==> src/rtl/ifu_prefetch_if.sv <==
// Fetch-stage signal bundle: redirect inputs, instruction bus (req/gnt/rvalid)
// and the valid/ready handshake towards the if_id register.
// The prefetcher connects through the master modport; the bus and decoder
// side (or a testbench standing in for them) uses the slave modport.
interface ifu_prefetch_if;
  logic        jump_flag_i;
  logic [31:0] jump_addr_i;

  logic        ibus_req_o;
  logic [31:0] ibus_addr_o;
  logic        ibus_gnt_i;
  logic        ibus_rvalid_i;
  logic [31:0] ibus_rdata_i;

  logic        inst_valid_o;
  logic [31:0] inst_o;
  logic [31:0] inst_addr_o;
  logic        inst_ready_i;

  modport master (
    input  jump_flag_i,
    input  jump_addr_i,
    output ibus_req_o,
    output ibus_addr_o,
    input  ibus_gnt_i,
    input  ibus_rvalid_i,
    input  ibus_rdata_i,
    output inst_valid_o,
    output inst_o,
    output inst_addr_o,
    input  inst_ready_i
  );

  modport slave (
    output jump_flag_i,
    output jump_addr_i,
    input  ibus_req_o,
    input  ibus_addr_o,
    output ibus_gnt_i,
    output ibus_rvalid_i,
    output ibus_rdata_i,
    input  inst_valid_o,
    input  inst_o,
    input  inst_addr_o,
    output inst_ready_i
  );
endinterface

==> src/rtl/ifu_prefetch.sv <==
// Instruction prefetch stage. Issues in-order fetches on the instruction bus,
// buffers returned words together with their PCs in a DEPTH-entry FIFO and
// hands them to if_id over valid/ready. A jump flushes the FIFO, restarts
// fetch at the target and marks every response still in flight for discard.
// Buffered plus in-flight fetches never exceed DEPTH, so a returning word
// always has a FIFO slot waiting for it.
module ifu_prefetch #(
  parameter logic [31:0] RESET_PC = 32'h0000_0000,
  parameter int          DEPTH    = 2
) (
  input logic            clk,
  input logic            rst_n,
  ifu_prefetch_if.master bus
);

  localparam int AW = $clog2(DEPTH);
  localparam int CW = $clog2(DEPTH) + 1;
  localparam logic [31:0] NOP     = 32'h0000_0013;
  localparam logic [CW:0] DEPTH_C = DEPTH[CW:0];

  logic [31:0]   fetch_pc;
  logic [CW-1:0] outstanding;
  logic [CW-1:0] discard;
  logic [CW-1:0] fifo_count;
  logic [AW-1:0] fifo_wr;
  logic [AW-1:0] fifo_rd;
  logic [AW-1:0] pcq_wr;
  logic [AW-1:0] pcq_rd;

  logic [31:0] fifo_inst [DEPTH];
  logic [31:0] fifo_pc   [DEPTH];
  logic [31:0] pcq       [DEPTH];

  logic [CW:0]   credit_used;
  logic          credit_ok;
  logic          req;
  logic          fire;
  logic          rsp;
  logic          rsp_keep;
  logic          push;
  logic          pop;
  logic          head_valid;
  logic [CW-1:0] outstanding_next;

  // Credit, handshake qualifiers and the in-flight count after this cycle.
  // A response with nothing outstanding is a bus error and is not counted.
  // During a jump nothing is requested, nothing is pushed and a pop is ignored.
  always_comb begin
    credit_used      = {1'b0, fifo_count} + {1'b0, outstanding};
    credit_ok        = credit_used < DEPTH_C;
    req              = rst_n & ~bus.jump_flag_i & credit_ok;
    fire             = req & bus.ibus_gnt_i;
    rsp              = bus.ibus_rvalid_i & (outstanding != '0);
    rsp_keep         = rsp & (discard == '0);
    push             = rsp_keep & ~bus.jump_flag_i;
    head_valid       = (fifo_count != '0);
    pop              = head_valid & bus.inst_ready_i & ~bus.jump_flag_i;
    outstanding_next = outstanding + CW'(fire) - CW'(rsp);
  end

  // Fetch address, bus bookkeeping and FIFO/PC-queue pointers.
  always_ff @(posedge clk or negedge rst_n) begin
    if (!rst_n) begin
      fetch_pc    <= RESET_PC;
      outstanding <= '0;
      discard     <= '0;
      fifo_count  <= '0;
      fifo_wr     <= '0;
      fifo_rd     <= '0;
      pcq_wr      <= '0;
      pcq_rd      <= '0;
    end else begin
      outstanding <= outstanding_next;
      if (bus.jump_flag_i) begin
        fetch_pc   <= bus.jump_addr_i;
        discard    <= outstanding_next;
        fifo_count <= '0;
        fifo_wr    <= '0;
        fifo_rd    <= '0;
        pcq_wr     <= '0;
        pcq_rd     <= '0;
      end else begin
        if (fire) begin
          fetch_pc <= fetch_pc + 32'd4;
          pcq_wr   <= pcq_wr + AW'(1);
        end
        if (rsp && (discard != '0)) begin
          discard <= discard - CW'(1);
        end
        if (push) begin
          fifo_wr <= fifo_wr + AW'(1);
          pcq_rd  <= pcq_rd + AW'(1);
        end
        if (pop) begin
          fifo_rd <= fifo_rd + AW'(1);
        end
        fifo_count <= fifo_count + CW'(push) - CW'(pop);
      end
    end
  end

  // Storage: PC of each granted fetch, then {word, pc} once the word returns.
  always_ff @(posedge clk) begin
    if (fire) begin
      pcq[pcq_wr] <= fetch_pc;
    end
    if (push) begin
      fifo_inst[fifo_wr] <= bus.ibus_rdata_i;
      fifo_pc[fifo_wr]   <= pcq[pcq_rd];
    end
  end

  // Bus request and head-of-FIFO presentation; NOP at pc 0 when empty.
  always_comb begin
    bus.ibus_req_o   = req;
    bus.ibus_addr_o  = fetch_pc;
    bus.inst_valid_o = head_valid;
    bus.inst_o       = head_valid ? fifo_inst[fifo_rd] : NOP;
    bus.inst_addr_o  = head_valid ? fifo_pc[fifo_rd] : 32'h0000_0000;
  end

  // A response with no fetch outstanding means the bus broke protocol.
  rvalid_has_outstanding : assert property (
    @(posedge clk) disable iff (!rst_n) bus.ibus_rvalid_i |-> (outstanding != '0));

  // Credit must keep the FIFO from ever overflowing.
  push_has_room : assert property (
    @(posedge clk) disable iff (!rst_n) (push && !pop) |-> (fifo_count < DEPTH_C[CW-1:0]));

endmodule

==> src/flat_wrapper.sv <==
// flat-port wrapper written by rule: the top's interface ports become plain ports
module ifu_prefetch_flat 
#(
  parameter logic [31:0] RESET_PC = 32'h0000_0000,
  parameter int          DEPTH    = 2
)
  (clk, rst_n, bus_jump_flag_i, bus_jump_addr_i, bus_ibus_req_o, bus_ibus_addr_o, bus_ibus_gnt_i, bus_ibus_rvalid_i, bus_ibus_rdata_i, bus_inst_valid_o, bus_inst_o, bus_inst_addr_o, bus_inst_ready_i);
  ifu_prefetch_if bus_i ();
  input logic clk;
  input logic rst_n;
  input wire logic [$bits(bus_i.jump_flag_i)-1:0] bus_jump_flag_i;
  input wire logic [$bits(bus_i.jump_addr_i)-1:0] bus_jump_addr_i;
  output wire logic [$bits(bus_i.ibus_req_o)-1:0] bus_ibus_req_o;
  output wire logic [$bits(bus_i.ibus_addr_o)-1:0] bus_ibus_addr_o;
  input wire logic [$bits(bus_i.ibus_gnt_i)-1:0] bus_ibus_gnt_i;
  input wire logic [$bits(bus_i.ibus_rvalid_i)-1:0] bus_ibus_rvalid_i;
  input wire logic [$bits(bus_i.ibus_rdata_i)-1:0] bus_ibus_rdata_i;
  output wire logic [$bits(bus_i.inst_valid_o)-1:0] bus_inst_valid_o;
  output wire logic [$bits(bus_i.inst_o)-1:0] bus_inst_o;
  output wire logic [$bits(bus_i.inst_addr_o)-1:0] bus_inst_addr_o;
  input wire logic [$bits(bus_i.inst_ready_i)-1:0] bus_inst_ready_i;
  assign bus_i.jump_flag_i = bus_jump_flag_i;
  assign bus_i.jump_addr_i = bus_jump_addr_i;
  assign bus_ibus_req_o = bus_i.ibus_req_o;
  assign bus_ibus_addr_o = bus_i.ibus_addr_o;
  assign bus_i.ibus_gnt_i = bus_ibus_gnt_i;
  assign bus_i.ibus_rvalid_i = bus_ibus_rvalid_i;
  assign bus_i.ibus_rdata_i = bus_ibus_rdata_i;
  assign bus_inst_valid_o = bus_i.inst_valid_o;
  assign bus_inst_o = bus_i.inst_o;
  assign bus_inst_addr_o = bus_i.inst_addr_o;
  assign bus_i.inst_ready_i = bus_inst_ready_i;
  ifu_prefetch #(.RESET_PC(RESET_PC), .DEPTH(DEPTH)) u_core (.clk(clk), .rst_n(rst_n), .bus(bus_i));
endmodule
==> config.mk <==
export PLATFORM = sky130hd
export DESIGN_NAME = ifu_prefetch_flat
export DESIGN_NICKNAME = d
export VERILOG_FILES = /design/src/rtl/ifu_prefetch_if.sv /design/src/rtl/ifu_prefetch.sv /design/src/flat_wrapper.sv
export SDC_FILE = /design/constraint.sdc
export NUM_CORES = 1
export LEC_CHECK = 0
export ABC_AREA = 1
export CAP_MARGIN = 20
export CORE_MARGIN = 2
export CORE_UTILIZATION = 38
export CTS_CLUSTER_DIAMETER = 30
export DETAILED_ROUTE_END_ITERATION = 10
export GPL_ROUTABILITY_DRIVEN = 0
export HOLD_SLACK_MARGIN = 0.06
export SYNTH_ARGS = -nofsm -noshare
export SYNTH_HDL_FRONTEND = slang
export SYNTH_SLANG_ARGS = --single-unit
export TNS_END_PERCENT = 10
==> constraint.sdc <==
create_clock -name clk -period 7.4 [get_ports clk]
set_clock_uncertainty 0.15 [all_clocks]
set_input_delay 0.74 -clock clk [delete_from_list [all_inputs] [get_ports clk]]
set_output_delay 0.74 -clock clk [all_outputs]
set_load 0.01 [all_outputs]
## Word-level counts from Yosys, hierarchy flattened

Memories as Yosys holds them, arrays and structs flattened.
Index checks and enable logic that the tools add are counted.

| operators by class | value |
|---|---|
| add/subtract/negate cells | 11 |
| mux-type cells | 19 |
| bitwise gates (word level) | 9 |
| reductions and logical operators | 9 |
| order comparisons | 1 |

Operators by type and width:

| cell | count |
|---|---|
| 32-bit two-way mux | 4 |
| 32-bit by 3-bit adder with 32-bit output, second input constant | 1 |
| 2-bit nonzero test | 7 |
| 1-bit two-way mux | 12 |
| 1-bit bitwise AND | 8 |
| 2-bit two-way mux | 3 |
| 1-bit adder, second input constant | 4 |
| 2-bit by 1-bit adder with 2-bit output | 2 |
| 2-bit by 1-bit subtractor with 2-bit output | 2 |
| 2-bit by 2-bit adder with 3-bit output | 1 |
| 3-bit by 2-bit < comparator with 1-bit output, second input constant | 1 |
| 2-bit zero test | 1 |
| 2-bit by 1-bit subtractor with 2-bit output, second input constant | 1 |
| 1-bit logical AND | 1 |
| 1-bit NOT | 1 |

| word-level totals | value |
|---|---|
| bits in writable memories | 192 |
| output and inout bits | 98 |
| flip-flop bits (word level) | 42 |
| bits of input ports | 70 |
| memories | 3 |

Memories:

| memory | words | width | rd ports | clocked after memory_dff | wr ports | line | text |
|---|---|---|---|---|---|---|---|
| u_core.fifo_inst | 2 | 32 | 1 | 0 | 1 | ifu_prefetch.sv:30 | `logic [31:0] fifo_inst [DEPTH];` |
| u_core.fifo_pc | 2 | 32 | 1 | 0 | 1 | ifu_prefetch.sv:31 | `logic [31:0] fifo_pc [DEPTH];` |
| u_core.pcq | 2 | 32 | 1 | 0 | 1 | ifu_prefetch.sv:32 | `logic [31:0] pcq [DEPTH];` |

## Logic depth before layout (Yosys ltp)

| depth | value |
|---|---|
| depth in word-level cells | 7 |
| gate-level depth with buffers | 10 |
| mapped depth without buffers | 9 |

## Worst setup path after synthesis

Ideal clock, no wire load.

| path | value |
|---|---|
| path type | input-to-reg |
| start | input port bus_jump_flag_i |
| end | memory u_core.fifo_inst[1][0] (enable) |
| arrival time | 5.460 ns |
| stages on the path | 3 |
| library setup time | 0.565 ns |
| setup slack | 1.226 ns |
| data required time | 6.685 ns |
| path through | buf_6 -> clkbuf_1 -> nor3_1 |

| on the way | value |
|---|---|
| word-level cells in the longest chain between the ends | 4 |

Ends and longest elaborated chain:

| item | line | text |
|---|---|---|
| start: declaration | flat_wrapper.sv:11 | `input wire logic [$bits(bus_i.jump_flag_i)-1:0] bus_jump_flag_i;` |
| 1-bit NOT | ifu_prefetch.sv:55 | `push = rsp_keep & ~bus.jump_flag_i;` |
| 1-bit bitwise AND | ifu_prefetch.sv:55 |  |
| 1-bit two-way mux | ifu_prefetch.sv:107 | `if (push) begin` |
| 1-bit two-way mux (not written as such) | ifu_prefetch.sv:108 | `fifo_inst[fifo_wr] <= bus.ibus_rdata_i;` |
| end: declaration | ifu_prefetch.sv:30 |  |

Every way passes these cells.

## Worst setup path after layout

| path | value |
|---|---|
| start | register u_core.fifo_count[1] |
| end | output port bus_inst_o[4] |

| on the way | value |
|---|---|
| word-level cells in the longest chain between the ends | 2 |

Ends and longest elaborated chain:

| item | line | text |
|---|---|---|
| start: declaration | ifu_prefetch.sv:24 | `logic [CW-1:0] fifo_count;` |
| start signal: assignment | ifu_prefetch.sv:97 | `fifo_count <= fifo_count + CW'(push) - CW'(pop);` |
| 2-bit nonzero test | ifu_prefetch.sv:56 | `head_valid = (fifo_count != '0);` |
| 32-bit two-way mux | ifu_prefetch.sv:118 | `bus.inst_o = head_valid ? fifo_inst[fifo_rd] : NOP;` |
| end: declaration | flat_wrapper.sv:19 | `output wire logic [$bits(bus_i.inst_o)-1:0] bus_inst_o;` |

Every way passes these cells.

==> flow_summary.json <==
{
  "hold_buffers": 0,
  "finalWorstSetupSlack_ps": 3960,
  "dp_worst_setup_slack_ps": 4150,
  "grt_pass1_wl_um": 35100,
  "rows": 59,
  "gr-usage-all-layers_pct": 16.5,
  "synth-seq-cells": 234,
  "critPathArrivalTime_ps": 2550,
  "cp-end-kind": "primary output",
  "relSlewSlack_pct": 34.9,
  "drv_slew": 0,
  "drive_above_1_share_pct": 9.05,
  "top_usage_layer": "met2",
  "fillers": 2295,
  "r2r-start": "u_core.fifo_count[0]",
  "synthFlopType": "edfxtp_1",
  "dp_cells": 1416,
  "r2r_end": "u_core.pcq[0][24]",
  "maxCapViolCount": 0,
  "use_met2_pct": 26.5,
  "peakVddDrop_mv": 0.175,
  "cts_sinks": 234,
  "drc": 0,
  "die_h_um": 165,
  "syn_to_final_growth_pct": 36.0,
  "cts_buffers": 43,
  "rrSetupSlack_ps": 4720,
  "clk_latency_ps": 530,
  "syn_inst": 940,
  "final.setup.tns_ps": 0,
  "nNetsFinal": 1202,
  "routed_wl_um": 22300,
  "start_util_pct": 38.3,
  "post-cts-setup-buffers": 0,
  "cts-root-buf": "clkbuf_16",
  "use_met3_pct": 3.92,
  "h-tree-depth": 2,
  "clk_pin_slew_ps": 50,
  "fin_crit_sh_pct": 46.4,
  "io_buffers": 167,
  "cts_tree": "done",
  "ys_types": 32,
  "drt_first_pass_iters": 5,
  "rsz0062_at_grt": "false",
  "place_area_um2": 11900,
  "synth_warnings": 0,
  "die_w_um": 165,
  "yosysMostFrequentCell": "nand2_1",
  "run_status": "finished, final reports clean",
  "ioPinCount": 168,
  "period_minus_slack_ps": 3440,
  "met1_usage_pct": 22.5,
  "clock_path_buffers": 3,
  "grt_pass1_vias": 6703,
  "yosysTopAreaCell": "edfxtp_1",
  "fmax_mhz": 291,
  "critPathKind": "flip-flop to primary output",
  "vias": 6969,
  "rr_worst_depth": 7,
  "synth_area_leaders": "edfxtp_1, nand2_1, dfrtp_1",
  "final_area_um2": 13500,
  "avgRoutedWirePerCell_um": 14.9,
  "ys_seq_area_share_pct": 68.9,
  "syn_area_um2": 9900,
  "synth.avg_cell_area_um2": 10.5,
  "setup_violations": 0,
  "multiInputGateArea_um2": 2710,
  "antenna_found_initial": 0,
  "fin_cells": 1495,
  "powerDensity_nw_per_um2": 343,
  "ant_nets": 0,
  "critPathRequiredTime_ps": 6510,
  "overflow": 0,
  "tightest_slew_ps": 970,
  "hold_viol_final": 0,
  "dieArea_um2": 27400,
  "hp-class": "input port to asynchronous set/reset pin",
  "critPathMaxFanout": 62,
  "dp_hpwl_um": 13900,
  "synth_top_area_share_pct": 58.2,
  "critPathLaunchType": "flip-flop",
  "synth_nets": 1016,
  "cts_resized": 0,
  "ff_latch_area_um2": 6820,
  "ys_async_sr_fraction_pct": 17.9,
  "drt-initial-drc-count": 420,
  "p_leak_nw": 5.20,
  "core_um2": 25800,
  "avgViaCountPerCell": 4.66,
  "diodes": 0,
  "synth-edff-count": 192,
  "synth_commonest_cells": "nand2_1, edfxtp_1, a21oi_1",
  "grt_max_degree": 65
}
==> where the power goes <==
part	switching [mW]	internal, mW	total (mW)
Sequential	0.0971	1.60	1.70
Clock	0.667	1.38	2.04
Combinational	0.507	0.366	0.873
==> how the worst max path moves through the flow <==
stage	end	slack (ps)	cells after the start	startpoint
floorplan	u_core.fifo_inst[1][0]	1230	3	bus_jump_flag_i
CTS	bus_inst_o[4]	3880	5	u_core.fifo_count[1]
global route	bus_inst_o[1]	3800	5	u_core.fifo_count[1]
global placement	bus_ibus_req_o	4160	6	bus_jump_flag_i
detailed placement	bus_ibus_req_o	4150	6	bus_jump_flag_i
finish	bus_inst_o[4]	3960	5	u_core.fifo_count[1]
==> final cells by class <==
type / instances / share of cell area, %
Timing Repair Buffer: 177 / 13.0
Tap cell: 335 / 3.11
Clock inverter: 31 / 3.23
Clock buffer: 48 / 8.21
Multi-Input combinational cell: 613 / 20.1
Sequential cell: 234 / 50.7
Inverter: 57 / 1.65
==> cell families (layout without fill, tap and decap cells) <==
kind of cell | Yosys count | after routing | synth area share, %
and+or+nand+nor | 506 | 506 | 20.7
DFF | 234 | 234 | 68.9
adders and majority gates | 6 | 6 | 0.834
AOI/OAI and AO/OA | 92 | 92 | 4.90
xor gates and xnor gates | 9 | 9 | 0.796
buffers and inverters | 93 | 313 | 3.93
==> state kept, by name, indices dropped and copies added, names as in the netlist <==
| register | count |
|---|---|
| u_core.bus.ibus_addr_o | 32 |
| u_core.fifo_inst | 64 |
| u_core.pcq | 64 |
| u_core.pcq_wr | 1 |
| u_core.fifo_count | 2 |
| u_core.discard | 2 |
| u_core.pcq_rd | 1 |
| u_core.fifo_wr | 1 |
| u_core.fifo_rd | 1 |
| u_core.fifo_pc | 64 |
| u_core.outstanding | 2 |
==> layer usage <==
layer | wire length (um) | share of wire [%]
met5 | 0 | 0
met4 | 354 | 1.6
met3 | 1300 | 5.8
met2 | 10300 | 46
met1 | 10300 | 46
==> critical path, cell delays in order (launching register included) <==
cell	delay [ps]
dfrtp_1	450
nor2_4	100
buf_4	550
inv_1	230
nand3_1	130
clkdlybuf4s50_1	540
==> metrics by stage <==
| stage | power [mW] | hold WS [ps] | utilization (%) |
|---|---|---|---|
| floorplan | 2.16 | 294 | - |
| global placement | 2.59 | 363 | 46.1 |
| detailed placement | 2.61 | 375 | 46.1 |
| CTS | 4.67 | 172 | 52.1 |
| global route | 4.84 | 197 | 52.1 |
| finish | 4.61 | 157 | 52.1 |
==> cells in the final DEF (no fill, tap or decap), drive strengths merged <==
cell           instances
nand2                386
edfxtp               192
clkdlybuf4s50        166
inv                   65
a21oi                 63
nand3                 57
nor2                  53
clkbuf                48
dfrtp                 42
o21ai                 19
clkinv                12
buf                   11
o21bai                 8
bufinv                 8
xor2                   5
ha                     5
nor3                   5
xnor2                  4
and2                   3
clkinvlp               3
o211ai                 2
nand4                  1
or2                    1
fa                     1
No activity file was read; power rests on OpenSTA's default activity.
